**config.mk**
```make
export PLATFORM = sky130hd
export DESIGN_NAME = sync_fifo_param_flat
export DESIGN_NICKNAME = d
export VERILOG_FILES = /design/src/rtl/sync_fifo_param_if.sv /design/src/rtl/sync_fifo_param.sv /design/src/flat_wrapper.sv
export SDC_FILE = /design/constraint.sdc
export NUM_CORES = 1
export LEC_CHECK = 0
export BUFFER_PORTS_ARGS = -buffer_cell sky130_fd_sc_hd__buf_2
export CAP_MARGIN = 5
export CORE_AREA = 2 2 113 143
export CTS_BUF_LIST = sky130_fd_sc_hd__clkbuf_4
export CTS_CLUSTER_SIZE = 25
export DETAILED_ROUTE_END_ITERATION = 8
export DIE_AREA = 0 0 115 145
export PLACE_DENSITY = 0.64
export SLEW_MARGIN = 20
export SYNTH_ARGS = -nofsm -noshare
export SYNTH_HDL_FRONTEND = slang
export SYNTH_SLANG_ARGS = --single-unit
```
**constraint.sdc**
```tcl
create_clock -name clk0 -period 7.04 [get_ports clk0]
set_clock_uncertainty 0.1 [all_clocks]
set_input_delay 1.408 -clock clk0 [delete_from_list [all_inputs] [get_ports clk0]]
set_output_delay 1.408 -clock clk0 [all_outputs]
set_load 0.05 [all_outputs]
```
**src/rtl/sync_fifo_param_if.sv**
```systemverilog
// Bus interface for sync_fifo_param: producer/consumer handshake, data and status.
// master = the side driving requests (producer/consumer logic or a testbench),
// slave  = the FIFO itself.
interface sync_fifo_param_if #(
  parameter int DW = 9,
  parameter int LW = 5
);
  logic          clr;
  logic [DW-1:0] datain;
  logic          we;
  logic          re;
  logic          readyin;
  logic [DW-1:0] dataout;
  logic          readyout;
  logic [LW-1:0] level;
  logic          almost_full;
  logic          almost_empty;
  logic          error;

  modport master (
    output clr, datain, we, re,
    input  readyin, dataout, readyout, level, almost_full, almost_empty, error
  );

  modport slave (
    input  clr, datain, we, re,
    output readyin, dataout, readyout, level, almost_full, almost_empty, error
  );
endinterface

```
**src/rtl/sync_fifo_param.sv**
```systemverilog
// Parametrised single-clock FIFO with synchronous clear, occupancy level,
// almost-full/almost-empty flags and a one-cycle overflow/underflow error pulse.
// Optional macro SYNC_FIFO_FWFT_EN selects first-word-fall-through output;
// when undefined, reads are registered with one cycle of latency.
// The interface instance must be built with LW = $clog2(DEPTH)+1.
module sync_fifo_param #(
  parameter int DW        = 9,
  parameter int DEPTH     = 16,
  parameter int AF_THRESH = DEPTH - 2,
  parameter int AE_THRESH = 2
) (
  input logic               clk0,
  input logic               rstn,
  sync_fifo_param_if.slave  bus
);
  localparam int AW = $clog2(DEPTH);
  localparam int LW = AW + 1;

  logic [DW-1:0] r_mem [DEPTH];
  logic [AW-1:0] r_wr_ptr;
  logic [AW-1:0] r_rd_ptr;
  logic [LW-1:0] r_level;
  logic          r_error;
  logic [DW-1:0] r_dout;

  logic w_readyin;
  logic w_readyout;
  logic w_wr_acc;
  logic w_rd_acc;

  // Status flags come only from the registered level, never from we/re.
  assign w_readyin  = (r_level != LW'(DEPTH));
  assign w_readyout = (r_level != '0);
  assign w_wr_acc   = bus.we & w_readyin  & ~bus.clr;
  assign w_rd_acc   = bus.re & w_readyout & ~bus.clr;

  assign bus.readyin      = w_readyin;
  assign bus.readyout     = w_readyout;
  assign bus.level        = r_level;
  assign bus.almost_full  = (r_level >= LW'(AF_THRESH));
  assign bus.almost_empty = (r_level <= LW'(AE_THRESH));
  assign bus.error        = r_error;

  // Pointer, level and error bookkeeping; clr overrides any request.
  always_ff @(posedge clk0 or negedge rstn) begin
    if (!rstn) begin
      r_wr_ptr <= '0;
      r_rd_ptr <= '0;
      r_level  <= '0;
      r_error  <= 1'b0;
    end else if (bus.clr) begin
      r_wr_ptr <= '0;
      r_rd_ptr <= '0;
      r_level  <= '0;
      r_error  <= 1'b0;
    end else begin
      r_error <= (bus.we & ~w_readyin) | (bus.re & ~w_readyout);
      if (w_wr_acc) r_wr_ptr <= r_wr_ptr + AW'(1);
      if (w_rd_acc) r_rd_ptr <= r_rd_ptr + AW'(1);
      if (w_wr_acc && !w_rd_acc)      r_level <= r_level + LW'(1);
      else if (w_rd_acc && !w_wr_acc) r_level <= r_level - LW'(1);
    end
  end

  // Storage array; contents are deliberately left unreset.
  always_ff @(posedge clk0) begin
    if (w_wr_acc) r_mem[r_wr_ptr] <= bus.datain;
  end

  // Output register: holds the most recently popped word.
  always_ff @(posedge clk0 or negedge rstn) begin
    if (!rstn)         r_dout <= '0;
    else if (w_rd_acc) r_dout <= r_mem[r_rd_ptr];
  end

`ifdef SYNC_FIFO_FWFT_EN
  // Head of queue is visible directly; when empty, show the last popped word.
  assign bus.dataout = w_readyout ? r_mem[r_rd_ptr] : r_dout;
`else
  // Registered read: data appears the cycle after the accepted read.
  assign bus.dataout = r_dout;
`endif

endmodule
```
**src/flat_wrapper.sv**
```systemverilog
// flat-port wrapper written by rule: the top's interface ports become plain ports
module sync_fifo_param_flat 
#(
  parameter int DW        = 9,
  parameter int DEPTH     = 16,
  parameter int AF_THRESH = DEPTH - 2,
  parameter int AE_THRESH = 2
)
  (clk0, rstn, bus_clr, bus_datain, bus_we, bus_re, bus_readyin, bus_dataout, bus_readyout, bus_level, bus_almost_full, bus_almost_empty, bus_error);
  sync_fifo_param_if #(.DW(DW)) bus_i ();
  input logic clk0;
  input logic rstn;
  input wire logic [$bits(bus_i.clr)-1:0] bus_clr;
  input wire logic [$bits(bus_i.datain)-1:0] bus_datain;
  input wire logic [$bits(bus_i.we)-1:0] bus_we;
  input wire logic [$bits(bus_i.re)-1:0] bus_re;
  output wire logic [$bits(bus_i.readyin)-1:0] bus_readyin;
  output wire logic [$bits(bus_i.dataout)-1:0] bus_dataout;
  output wire logic [$bits(bus_i.readyout)-1:0] bus_readyout;
  output wire logic [$bits(bus_i.level)-1:0] bus_level;
  output wire logic [$bits(bus_i.almost_full)-1:0] bus_almost_full;
  output wire logic [$bits(bus_i.almost_empty)-1:0] bus_almost_empty;
  output wire logic [$bits(bus_i.error)-1:0] bus_error;
  assign bus_i.clr = bus_clr;
  assign bus_i.datain = bus_datain;
  assign bus_i.we = bus_we;
  assign bus_i.re = bus_re;
  assign bus_readyin = bus_i.readyin;
  assign bus_dataout = bus_i.dataout;
  assign bus_readyout = bus_i.readyout;
  assign bus_level = bus_i.level;
  assign bus_almost_full = bus_i.almost_full;
  assign bus_almost_empty = bus_i.almost_empty;
  assign bus_error = bus_i.error;
  sync_fifo_param #(.DW(DW), .DEPTH(DEPTH), .AF_THRESH(AF_THRESH), .AE_THRESH(AE_THRESH)) u_core (.clk0(clk0), .rstn(rstn), .bus(bus_i));
endmodule
```
# [After elaboration in Yosys (flattened, before gate mapping)]
# Memories as Yosys holds them, arrays and structs flattened. A register that Yosys moved wholly into a read port is not among the register bits.
# Index checks and enable logic that the tools add are counted.
[classes] add_sub_neg=4 magnitude_cmp=2 n_eq_ne=1 mux=10 bitwise=10 reduce_logical=9
[ops] cell="$mux 4" count=4
[ops] cell="$mux 5" count=3
[ops] cell="$add 4x1->4 const B" count=2
[ops] cell="$and 1x1->1" count=6
[ops] cell="$add 5x1->5 const B" count=1
[ops] cell="$ge 5x4->1 const B" count=1
[ops] cell="$le 5x2->1 const B" count=1
[ops] cell="$ne 5x5->1 const B" count=1
[ops] cell="$reduce_bool 5->1" count=1
[ops] cell="$sub 5x1->5 const B" count=1
[ops] cell="$reduce_bool 2->1" count=2
[ops] cell="$logic_not 1->1" count=3
[ops] cell="$mux 1" count=3
[ops] cell="$not 1->1" count=3
[ops] cell="$reduce_bool 3->1" count=1
[ops] cell="$logic_and 1x1->1" count=2
[ops] cell="$or 1x1->1" count=1
[word_totals] register_bits=14 ram_bits=144 input_bits=14 output_inout_bits=19 word_cells=41 mem_count=1
[memory_table] name="u_core.r_mem" words=16 width=9 rd=1 rd_ports_with_merged_regs=1 write_ports=1 line="sync_fifo_param.sv:19" rtl="logic [DW-1:0] r_mem [DEPTH];"

# [Logic depth before layout (Yosys ltp)]
# Gate-level depths: netlist of run 1.
[depth] word_depth=8 depth_mapped=10 depth_no_buf=9

# [Worst setup path before layout of run 1]
# OpenSTA, ideal clock, no wires.
[synth_timing] path_kind="register to output" from="register u_core.r_level[4], in the netlist u_core.bus.level[4]" to="output bus_almost_empty" arrival_time_ns=3.285 required_ns=5.532 setup_slack_ns=2.247 path_stages_with_launch=3 n_path_buf=1 cell_sequence="dfrtp_1 buf_2 a2111oi_0"
[synth_between] elab_chain_len=1
[synth_rtl] element="from (decl)" line="sync_fifo_param.sv:22" rtl="logic [LW-1:0] r_level;"
[synth_rtl] element="from (signal assigned)" line="sync_fifo_param.sv:60" rtl="if (w_wr_acc && !w_rd_acc) r_level <= r_level + LW'(1);"
[synth_rtl] element="from (signal assigned)" line="sync_fifo_param.sv:61" rtl="else if (w_rd_acc && !w_wr_acc) r_level <= r_level - LW'(1);"
[synth_rtl] element="$le 5x2->1" line="sync_fifo_param.sv:41" rtl="assign bus.almost_empty = (r_level <= LW'(AE_THRESH));"
[synth_rtl] element="to (decl)" line="flat_wrapper.sv:22" rtl="output wire logic [$bits(bus_i.almost_empty)-1:0] bus_almost_empty;"
# No other way between the ends.

# [Worst setup path after layout of run 1]
[layout_timing] from="input bus_we" to="register u_core.r_level[4], in the netlist u_core.bus.level[4]"
[layout_between] elab_chain_len=5 word_cells_on_any_way=8 classes_between="2 x mux; 2 x bitwise; 4 x reduce/logical"
[layout_rtl] element="from (decl)" line="flat_wrapper.sv:15" rtl="input wire logic [$bits(bus_i.we)-1:0] bus_we;"
[layout_rtl] element="$and 1x1->1 * (2 in series)" line="sync_fifo_param.sv:34" rtl="assign w_wr_acc = bus.we & w_readyin & ~bus.clr;"
[layout_rtl] element="$logic_and 1x1->1 or $logic_not 1->1 (tied branches)" line="sync_fifo_param.sv:60, sync_fifo_param.sv:61"
[layout_rtl] element="$mux 5 or $logic_and 1x1->1 (tied branches)" line="sync_fifo_param.sv:60, sync_fifo_param.sv:61"
[layout_rtl] element="$mux 5 or $reduce_bool 3->1 (tied branches)"
# Every way passes the cells marked *; elsewhere a longest branch is shown, timed or not.
# A chain may end at the register's enable or synchronous reset.

==> results of run 1 <==
==> cell families (layout without fill, tap and decap cells) <==
kind of cell               Yosys count  after routing  synth area share (%)
xor gates and xnor gates             8              8                  1.04
muxes                               56             56                  14.9
buffers and inverters               21             75                  1.39
adders and majority gates           10             10                  1.96
AOI/OAI and AO/OA                   25             25                  3.00
other                                0              1                     0
and+or+nand+nor                     71             71                  5.23
DFF                                167            167                  72.4
==> layer usage <==
| metal | routed length (um) | vias to the layer above |
|---|---|---|
| li1 | - | 1515 |
| met1 | 5330 | 1703 |
| met2 | 6560 | 85 |
| met3 | 505 | 14 |
| met4 | 335 | 0 |
| met5 | 0 | - |
==> registers in the layout, indices dropped and copies added (netlist names) <==
| signal | cells |
|---|---|
| u_core.bus.dataout | 9 |
| u_core.r_mem | 144 |
| u_core.r_rd_ptr | 4 |
| u_core.bus.error | 1 |
| u_core.bus.level | 5 |
| u_core.r_wr_ptr | 4 |
==> through the flow <==
step           instance area, sq um  std cells  power [mW]
2_1_floorplan                  6760        358        1.68
3_3_place_gp                   7160        565        1.82
3_5_place_dp                   7170        565        1.83
4_1_cts                        7420        597        2.32
5_1_grt                        7420        598        2.40
6_report                       7420        598        2.30
==> critical path, stage by stage <==
cell and delay (ns):
buf_2 0.11, a21boi_1 0.62, nand3b_1 0.34, fa_1 0.49
a21o_1 0.19, a21oi_1 0.20, nor3b_1 0.28, o21a_1 0.19
nor3_2 0.04
==> power by group through the flow <==
| stage | Combinational (mW) | Sequential [mW] | Clock, mW |
|---|---|---|---|
| 2_1_floorplan | 0.361 | 1.31 | 0 |
| 3_3_place_gp | 0.613 | 1.20 | 0 |
| 3_5_place_dp | 0.624 | 1.21 | 0 |
| 4_1_cts | 0.624 | 1.18 | 0.513 |
| 5_1_grt | 0.661 | 1.19 | 0.550 |
| 6_report | 0.615 | 1.18 | 0.497 |
==> cell usage in the layout, fill, tap and decap left out, types with 3 or more instances in the layout <==
| master | netlist | final |
|---|---|---|
| nor2_1 | 18 | 18 |
| dfrtp_1 | 23 | 22 |
| nand2_1 | 24 | 24 |
| a21oi_1 | 4 | 4 |
| xor2_1 | 4 | 4 |
| inv_6 | 0 | 3 |
| mux2i_1 | 20 | 20 |
| edfxtp_1 | 144 | 144 |
| o221ai_1 | 9 | 9 |
| buf_2 | 5 | 32 |
| nor3_1 | 7 | 7 |
| clkinvlp_4 | 0 | 3 |
| clkinv_1 | 0 | 4 |
| clkbuf_4 | 0 | 19 |
| nand2b_1 | 4 | 4 |
| mux4_2 | 36 | 36 |
| ha_1 | 9 | 9 |
| buf_4 | 2 | 9 |
| xnor2_1 | 4 | 4 |
==> worst paths after layout <==
check,start,to,slack [ns],cells past startpoint
worst min register to register,u_core.bus.dataout[6],u_core.bus.dataout[6],0.44,2
max in group asynchronous,rstn,u_core.r_rd_ptr[1],5.67,1
worst max register to register,u_core.bus.level[0],u_core.bus.level[4],3.82,9
min in group asynchronous,rstn,u_core.bus.level[2],0.75,1
worst min-delay path,u_core.bus.dataout[6],u_core.bus.dataout[6],0.44,2
worst max-delay path,bus_we,u_core.bus.level[4],3.48,9
==> final cells by class <==
class / instances / area, sq um / area share [%]
flip-flops and latches: 167 / 4900 / 66.0
multi-input cells: 170 / 1810 / 24.3
well taps: 185 / 231 / 3.12
repair buffers: 41 / 228 / 3.07
clock buffers: 19 / 143 / 1.92
clock inverters: 13 / 104 / 1.40
inverters: 2 / 7.51 / 0.101
diodes: 1 / 2.50 / 0.0337
==> run summary, run 1 <==
Status: completed
Syn nets: 382
Power Internal: 1.52 mW
Count of input and output buffers: 32
Tcrit/Tclk final: 50.6%
Vias in the first global route: 3449
Number of synthesized flops with an enable pin: 144
Cells after Synth: 358
FMAX: 281 MHz
Fin nets: 423
Pre-CTS setup slack: 2.90 ns
Total gr overflow: 0
Crit start category: primary input
WHS: 0.441 ns
VDD IR max: 132 uV
Number of core rows: 51
Max_cap viols: 0
Flops & latches, synth: 167
Combinational Power Share: 26.8%
Share of post-route cells with drive strength above 1: 28.9%
Fin. Hold Viols: 0
Met2 Use GR: 26.5%
P_leak: 2.43 nW
Die ar.: 0.0167 sq mm
Die Height: 145 um
Final WS setup: 3.48 ns
Final count of pins violating max slew: 0
Total CTS buffers: 17
Root buf cell: clkbuf_4
Critical Path AT: 3.87 ns
Final ANT Viol Nets: 0
First-pass GRT wire length: 19700 um
GPL Wtd Cong: 0.754
Largest net degree at the start of global routing: 40
Slew HR: 26.9%
TritonCTS Sinks: 167
Commonest cells in the netlist: 144 x edfxtp_1, 36 x mux4_2, 24 x nand2_1, 23 x dfrtp_1, 20 x mux2i_1
Ys flop type: edfxtp_1
Cell Area, Synth: 0.00676 sq mm
Post-CTS Setup Bufs: 0
Yosys cell types: 41
Worst skew pair latency: 0.52 ns
Layout area overhead: 9.75%
Measured slew at the worst slew-check pin: 1.09 ns
Clock buffer depth: 2
DRT iter0 DRCs: 254
Post-Route WL: 12700 um
WS Path Type: in2reg
Initial antenna violation count: 1
Clk pin slew, worst setup/hold paths: 0.14 ns
Final TNS setup: 0 ns
Synth area leaders: edfxtp_1 64%, mux4_2 12%, dfrtp_1 8.5%
Sequential area share after synthesis: 72.4%
Setup Viol. Count Final: 0
CTS Hold Buffers Added: 0
Top cell type's share of synthesized area: 63.9%
Num ports: 33
CTS resizes: 0
Vias: 3317
Core Box Area: 0.0153 sq mm
Dpl hpwl: 7990 um
Met1 usage in global routing: 20.9%
Layout fillers: 1304
Synth warnings: 0
Switching Share: 33.7%
First-pass DRT Iterations: 4
Gr usage total: 16.3%
WP data required: 7.35 ns
H-tree depth: 4
Post-DR wirelength/cell: 21.3 um
Area leader, netlist: edfxtp_1
Final core occ: 48.5%
Vias per inst: 5.55
Clock group share of total power: 21.6%
Hold Crit Class: reg2reg
Global routing usage on met3: 3.34%
DR DRC count: 0
Avg Cell Area, Syn: 18.9 sq um
RSZ-0062 raised after global routing: false
Net Switching: 773 uW
Initial Util: 44.2%
Minimum clock period: 3.56 ns
Pwr dens: 309 mW/mm^2
GRT Max-Usage Layer: met2
Async SR Flop Fraction: 13.8%
CP Capture Type: flip-flop
Clock tree from TritonCTS: done
Critical path fanouts, max: 11
Die X: 115 um
Most frequent cell after synthesis: edfxtp_1
Register share of total power: 51.6%
Note: power is estimated with default switching activity, not from simulation.
==> run 2, diff against run 1 <==
==> constraint.sdc (replaced) <==
create_clock -name clk0 -period 3.5 [get_ports clk0]
set_clock_uncertainty 0.1 [all_clocks]
set_input_delay 0.7 -clock clk0 [delete_from_list [all_inputs] [get_ports clk0]]
set_output_delay 0.7 -clock clk0 [all_outputs]
set_load 0.05 [all_outputs]
==> run 2 against run 1 <==
  * Clock power up 140%
  * Final cell count up 2.2%
  * Sequential power up 110%
  * Flip-flop and latch count unchanged
  * Setup slack worse by 3.2 ns
  * Global-route usage up 0.45 points
  * Power up 110%
  * Sequential share of layout area down 1.3 points
  * Critical path depth unchanged
  * Non-clock buffer count up 13
  * Count of clock-buffer cells in the layout down 2
==> run summary, run 2 (synthesis results as in run 1) <==
Commonest cells after routing, fill and taps aside: 144 x edfxtp_1, 36 x mux4_2, 32 x buf_2, 24 x nand2_1, 22 x dfrtp_1
Critical Path AT: 3.57 ns (-0.30 ns)
FMAX: 313 MHz
Count of input and output buffers: 32 (unchanged)
Number of core rows: 51 (unchanged)
CTS resizes: 0 (unchanged)
Layout area overhead: 12.0%
Total gr overflow: 0 (unchanged)
Max reg flops: 144 (unchanged)
Measured slew at the worst slew-check pin: 0.709 ns (-0.383 ns)
Final core occ: 49.5% (+1.0 points)
Fin. Hold Viols: 0 (unchanged)
DR DRC count: 0 (unchanged)
Crit start category: flip-flop
Initial antenna violation count: 1 (unchanged)
Initial Util: 44.2% (unchanged)
Root buf cell: clkbuf_4
Vias: 3390 (+2.2%)
Commonest non-fill, non-tap cell in the layout: edfxtp_1
Die X: 115 um (unchanged)
Final TNS setup: 0 ns (unchanged)
Num ports: 33 (unchanged)
Post-Route WL: 13100 um (+2.6%)
Hold Crit Depth: 3 (+1)
Max_cap viols: 0 (unchanged)
Core Box Area: 0.0153 sq mm (unchanged)
Slew HR: 52.7% (+26 points)
Pre-CTS setup slack: 0.349 ns (-2.55 ns)
Register share of total power: 50.4% (-1.2 points)
Setup Viol. Count Final: 0 (unchanged)
Fin cells: 611 (+2.2%)
Worst Setup SP: u_core.bus.level[0]
Post-CTS Setup Bufs: 0 (unchanged)
Largest net degree at the start of global routing: 38 (-5.0%)
WHS: 0.377 ns (-0.0637 ns)
Pwr dens: 635 mW/mm^2 (+110%)
Total CTS buffers: 17 (unchanged)
Die Height: 145 um (unchanged)
CP Capture Type: flip-flop
TritonCTS Sinks: 167 (unchanged)
Fin nets: 436 (+3.1%)
Final WS setup: 0.310 ns (-3.17 ns)
Post-DR wirelength/cell: 21.4 um (+0.40%)
Switching Share: 33.1% (-0.52 points)
First-pass DRT Iterations: 4 (unchanged)
Clock buffer depth: 2 (unchanged)
Hold Path Origin: bus_we
Hold Crit Class: in2reg
Clk pin slew, worst setup/hold paths: 0.13 ns (about the same)
Minimum clock period: 3.19 ns
Layout fillers: 1310 (+0.46%)
Slowest CP cell: or4_4
P_leak: 2.53 nW (+4.3%)
Die ar.: 0.0167 sq mm (unchanged)
Crit path cell chain: or4_4 > o21ai_2 > nand3b_1 > fa_1 > a21o_1 > a21oi_1 > nor3b_1 > nor3_1 > nor3_2
Power Internal: 3.22 mW (+110%)
Tcrit/Tclk final: 91.1%
RSZ-0062 raised after global routing: false
Final count of pins violating max slew: 0 (unchanged)
WS Path Type: reg2reg
Dpl hpwl: 8150 um (+1.9%)
Worst r2r src: u_core.bus.level[0]
GPL Wtd Cong: 0.774 (+2.6%)
Share of post-route cells with drive strength above 1: 31.8% (+2.9 points)
CTS Hold Buffers Added: 1 (+1)
VDD IR max: 282 uV (+110%)
DRT iter0 DRCs: 164 (-35%)
Status: completed
Vias per inst: 5.55 (about the same)
Largest stage delay, worst path: 0.61 ns (about the same)
# placed instances: 577 (+2.1%)
Final ANT Viol Nets: 0 (unchanged)
Clock group share of total power: 24.3% (+2.7 points)
First-pass GRT wire length: 20000 um (+1.1%)
Gr usage total: 16.8% (+0.45 points)
Combinational Power Share: 25.3% (-1.5 points)
WP data required: 3.88 ns (-3.47 ns)
Critical path fanouts, max: 8 (-3)
Vias in the first global route: 3483 (+0.99%)
Worst R2R Path Depth: 9 (unchanged)
Net Switching: 1.59 mW (+110%)
Clock tree from TritonCTS: done
H-tree depth: 4 (unchanged)
Worst skew pair latency: 0.56 ns (+0.04 ns)
Most flop-heavy register: u_core.r_mem
-- run 2: critical path: cells and delay by family (launching register included) --
family          cells  cell delay, ns
compound gates      3            0.64
simple gates        5            1.38
fa+ha+maj           1            0.46
flops               1            0.51
-- run 2: final cells by class --
type | instances | area [sq um] | area share, %
multi-input cells | 170 | 1790 | 23.6
diodes | 1 | 2.50 | 0.0330
repair buffers | 54 | 340 | 4.49
inverters | 2 | 7.51 | 0.0991
flip-flops and latches | 167 | 4900 | 64.7
well taps | 185 | 231 | 3.05
clock buffers | 17 | 128 | 1.68
clock inverters | 15 | 176 | 2.33
-- run 2: routing by layer --
metal,global-route usage (%),wire length (um),up-vias
li1,-,-,1545
met1,19.9,5280,1752
met2,29.6,7090,86
met3,4.39,561,7
met4,5.06,127,0
met5,0,0,-
-- run 2: worst paths after layout --
path / endpoint / slack, ns
worst max-delay path: u_core.bus.level[4] / 0.31
worst min-delay path: u_core.bus.error / 0.38
max in group asynchronous: u_core.r_rd_ptr[1] / 2.35
worst min register to register: u_core.bus.dataout[6] / 0.42
worst max register to register: u_core.bus.level[4] / 0.31
min in group asynchronous: u_core.bus.level[2] / 0.55
-- run 2: per-stage QoR --
step | total power, mW | instance area (sq um)
after global routing | 5.04 | 7580
after CTS | 4.87 | 7570
after detailed placement | 3.70 | 7260
after floorplan | 3.37 | 6770
after global placement | 3.68 | 7260
final | 4.81 | 7580
-- run 2: power by group through the flow --
stage	combinational, mW	clock (mW)	sequential (mW)
after floorplan	0.728	0	2.64
after global placement	1.21	0	2.46
after detailed placement	1.23	0	2.47
after CTS	1.23	1.20	2.43
after global routing	1.31	1.28	2.45
final	1.22	1.17	2.42
==> run 3, diff against run 2 <==
--- a/config.mk
+++ b/config.mk
@@ -7,12 +7,15 @@
 export LEC_CHECK = 0
 export BUFFER_PORTS_ARGS = -buffer_cell sky130_fd_sc_hd__buf_2
 export CAP_MARGIN = 5
-export CORE_AREA = 2 2 113 143
+export CELL_PAD_IN_SITES_DETAIL_PLACEMENT = 0
+export CELL_PAD_IN_SITES_GLOBAL_PLACEMENT = 2
+export CORE_AREA = 2 2 109 137
 export CTS_BUF_LIST = sky130_fd_sc_hd__clkbuf_4
 export CTS_CLUSTER_SIZE = 25
 export DETAILED_ROUTE_END_ITERATION = 8
-export DIE_AREA = 0 0 115 145
-export PLACE_DENSITY = 0.64
+export DIE_AREA = 0 0 111 139
+export PLACE_DENSITY = 0.83
+export REMOVE_ABC_BUFFERS = 1
 export SLEW_MARGIN = 20
 export SYNTH_ARGS = -nofsm -noshare
 export SYNTH_HDL_FRONTEND = slang
==> run 3 against run 2 <==
  * First-iteration DRC count increased by 79%
  * Final area decreased by 0.54%
  * Global-route usage rose by 0.74 points
  * Non-clock buffer count is 1 higher
  * Count of clock-buffer cells in the layout grew 2
==> run summary, run 3 (synthesis results as in run 1) <==
Status: completed
Num ports: 33 (unchanged)
Vias per inst: 5.63 (+1.6%)
Initial Util: 47.8% (+3.6 points)
Largest stage delay, worst path: 0.62 ns (about the same)
VDD IR max: 429 uV (+52%)
Met3 wire length: 485 um (-14%)
Hold Crit Depth: 3 (unchanged)
Register share of total power: 52.1% (+1.7 points)
Wl on met1: 5420 um (+2.7%)
H-tree depth: 4 (unchanged)
Layout area overhead: 11.4%
Crit path cell chain: or4_4 > o21ai_2 > nand3b_1 > fa_1 > a21o_1 > a21oi_1 > nor3b_1 > o21a_1 > nor3_2
Critical path fanouts, max: 8 (unchanged)
Setup Viol. Count Final: 0 (unchanged)
Fin cells: 605 (-0.98%)
Design Area, Final: 0.00754 sq mm (-0.54%)
Dpl hpwl: 8020 um (-1.6%)
Gr usage total: 17.5% (+0.74 points)
Fin nets: 437 (+0.23%)
Share of post-route cells with drive strength above 1: 31.5% (-0.31 points)
Root buf cell: clkbuf_4
P_leak: 2.51 nW (-0.81%)
Vias in the first global route: 3472 (-0.32%)
TritonCTS Sinks: 167 (unchanged)
CTS Hold Buffers Added: 1 (unchanged)
GPL Wtd Cong: 0.725 (-6.4%)
Initial antenna violation count: 1 (unchanged)
Commonest non-fill, non-tap cell in the layout: edfxtp_1
WS Path Type: reg2reg
Number of core rows: 49 (-3.9%)
Clock buffer depth: 2 (unchanged)
CTS resizes: 0 (unchanged)
Crit start category: flip-flop
Final WS setup: 0.299 ns (-0.0106 ns)
Combinational Power Share: 25.6% (+0.3 points)
Hold Crit Class: in2reg
Die ar.: 0.0154 sq mm (-7.5%)
Most flop-heavy register: u_core.r_mem
Count of input and output buffers: 32 (unchanged)
Post-Route WL: 12700 um (-2.5%)
Measured slew at the worst slew-check pin: 0.841 ns (+0.132 ns)
Post-DR wirelength/cell: 21.0 um (-1.5%)
Die X: 111 um (-3.5%)
FMAX: 312 MHz (-0.33%)
RSZ-0062 raised after global routing: false
Total gr overflow: 0 (unchanged)
Total CTS buffers: 17 (unchanged)
CP Capture Type: flip-flop
Vias: 3409 (+0.56%)
Clock group share of total power: 22.3% (-2.0 points)
DRT iter0 DRCs: 294 (+79%)
Clock tree from TritonCTS: done
Max reg flops: 144 (unchanged)
Core Box Area: 0.0142 sq mm (-7.5%)
Final core occ: 53.2% (+3.7 points)
Clk pin slew, worst setup/hold paths: 0.13 ns (about the same)
Commonest cells after routing, fill and taps aside: 144 x edfxtp_1, 36 x mux4_2, 32 x buf_2, 24 x nand2_1, 22 x dfrtp_1
Detail Route met2 WL: 6700 um (-5.5%)
DR DRC count: 0 (unchanged)
Pwr dens: 618 mW/mm^2 (-2.6%)
Power Internal: 3.10 mW (-3.8%)
Largest net degree at the start of global routing: 38 (unchanged)
Post-CTS Setup Bufs: 0 (unchanged)
Worst skew pair latency: 0.56 ns (about the same)
Worst R2R Path Depth: 9 (unchanged)
Uppermost layer routed: met4
Die Height: 139 um (-4.1%)
Max_cap viols: 0 (unchanged)
Final ANT Viol Nets: 0 (unchanged)
Pre-CTS setup slack: 0.289 ns (-0.0600 ns)
Fin. Hold Viols: 0 (unchanged)
Minimum clock period: 3.20 ns (+0.0106 ns)
Design Power: 4.66 mW (-3.1%)
WP data required: 3.84 ns (-0.04 ns)
# placed instances: 571 (-1.0%)
Slew HR: 43.9% (-8.8 points)
First-pass DRT Iterations: 4 (unchanged)
Tcrit/Tclk final: 91.4% (+0.30 points)
Critical Path AT: 3.54 ns (-0.03 ns)
Switching Share: 33.6% (+0.44 points)
First-pass GRT wire length: 20000 um (+0.11%)
Post-DP Area: 0.00726 sq mm (about the same)
Slowest CP cell: or4_4
Net Switching: 1.56 mW (-1.9%)
Final count of pins violating max slew: 0 (unchanged)
[run 3: cell count changes in the layout (fill, tap and decap cells not counted), sizes merged]
cell	previous run	this run
clkinv	7	6
buf	53	54
clkbuf	17	19
bufinv	3	1
clkinvlp	2	3
[run 3: cell type report]
type / count / area (sq um)
antenna: 1 / 2.50
sequential: 167 / 4900
clock buffer: 19 / 143
fill: 1107 / 6630
timing repair buffer: 55 / 348
tap: 178 / 223
clock inverter: 13 / 123
multi-input combinational: 170 / 1790
inverter: 2 / 7.51
[run 3: final timing paths]
path                                        from                     to  slack [ns]
min in group asynchronous                   rstn     u_core.r_rd_ptr[1]        0.57
max in group asynchronous                   rstn     u_core.r_rd_ptr[1]        2.32
max                          u_core.bus.level[0]    u_core.bus.level[4]        0.30
max reg2reg                  u_core.bus.level[0]    u_core.bus.level[4]        0.30
min                                       bus_we       u_core.bus.error        0.39
min reg2reg                u_core.bus.dataout[8]  u_core.bus.dataout[8]        0.40
[run 3: critical path: cells and delay by family, from the launching register on]
kind | cells | cell delay, ns
and+or+nand+nor | 4 | 1.19
AOI/OAI and AO/OA | 4 | 0.81
DFF | 1 | 0.51
adders and majority gates | 1 | 0.48
[run 3: through the flow]
stage	TNS [ns]	hold WS [ns]
after CTS	0	0.331
after detailed placement	0	0.373
final	0	0.390
after global routing	0	0.365
after floorplan	-0.514	0.304
after global placement	0	0.375
[run 3: routing by layer]
layer / GRT usage [%] / vias up
met1: 22.5 / 1773
met4: 6.12 / 0
met5: 0 / -
li1: - / 1547
met3: 4.06 / 9
met2: 29.4 / 80
[run 3: power by group through the flow]
stage | sequential [mW] | clock (mW) | combinational (mW)
3_3_place_gp | 2.47 | 0 | 1.18
5_1_grt | 2.45 | 1.14 | 1.28
6_report | 2.43 | 1.04 | 1.19
2_1_floorplan | 2.73 | 0 | 0.612
3_5_place_dp | 2.47 | 0 | 1.21
4_1_cts | 2.43 | 1.08 | 1.21
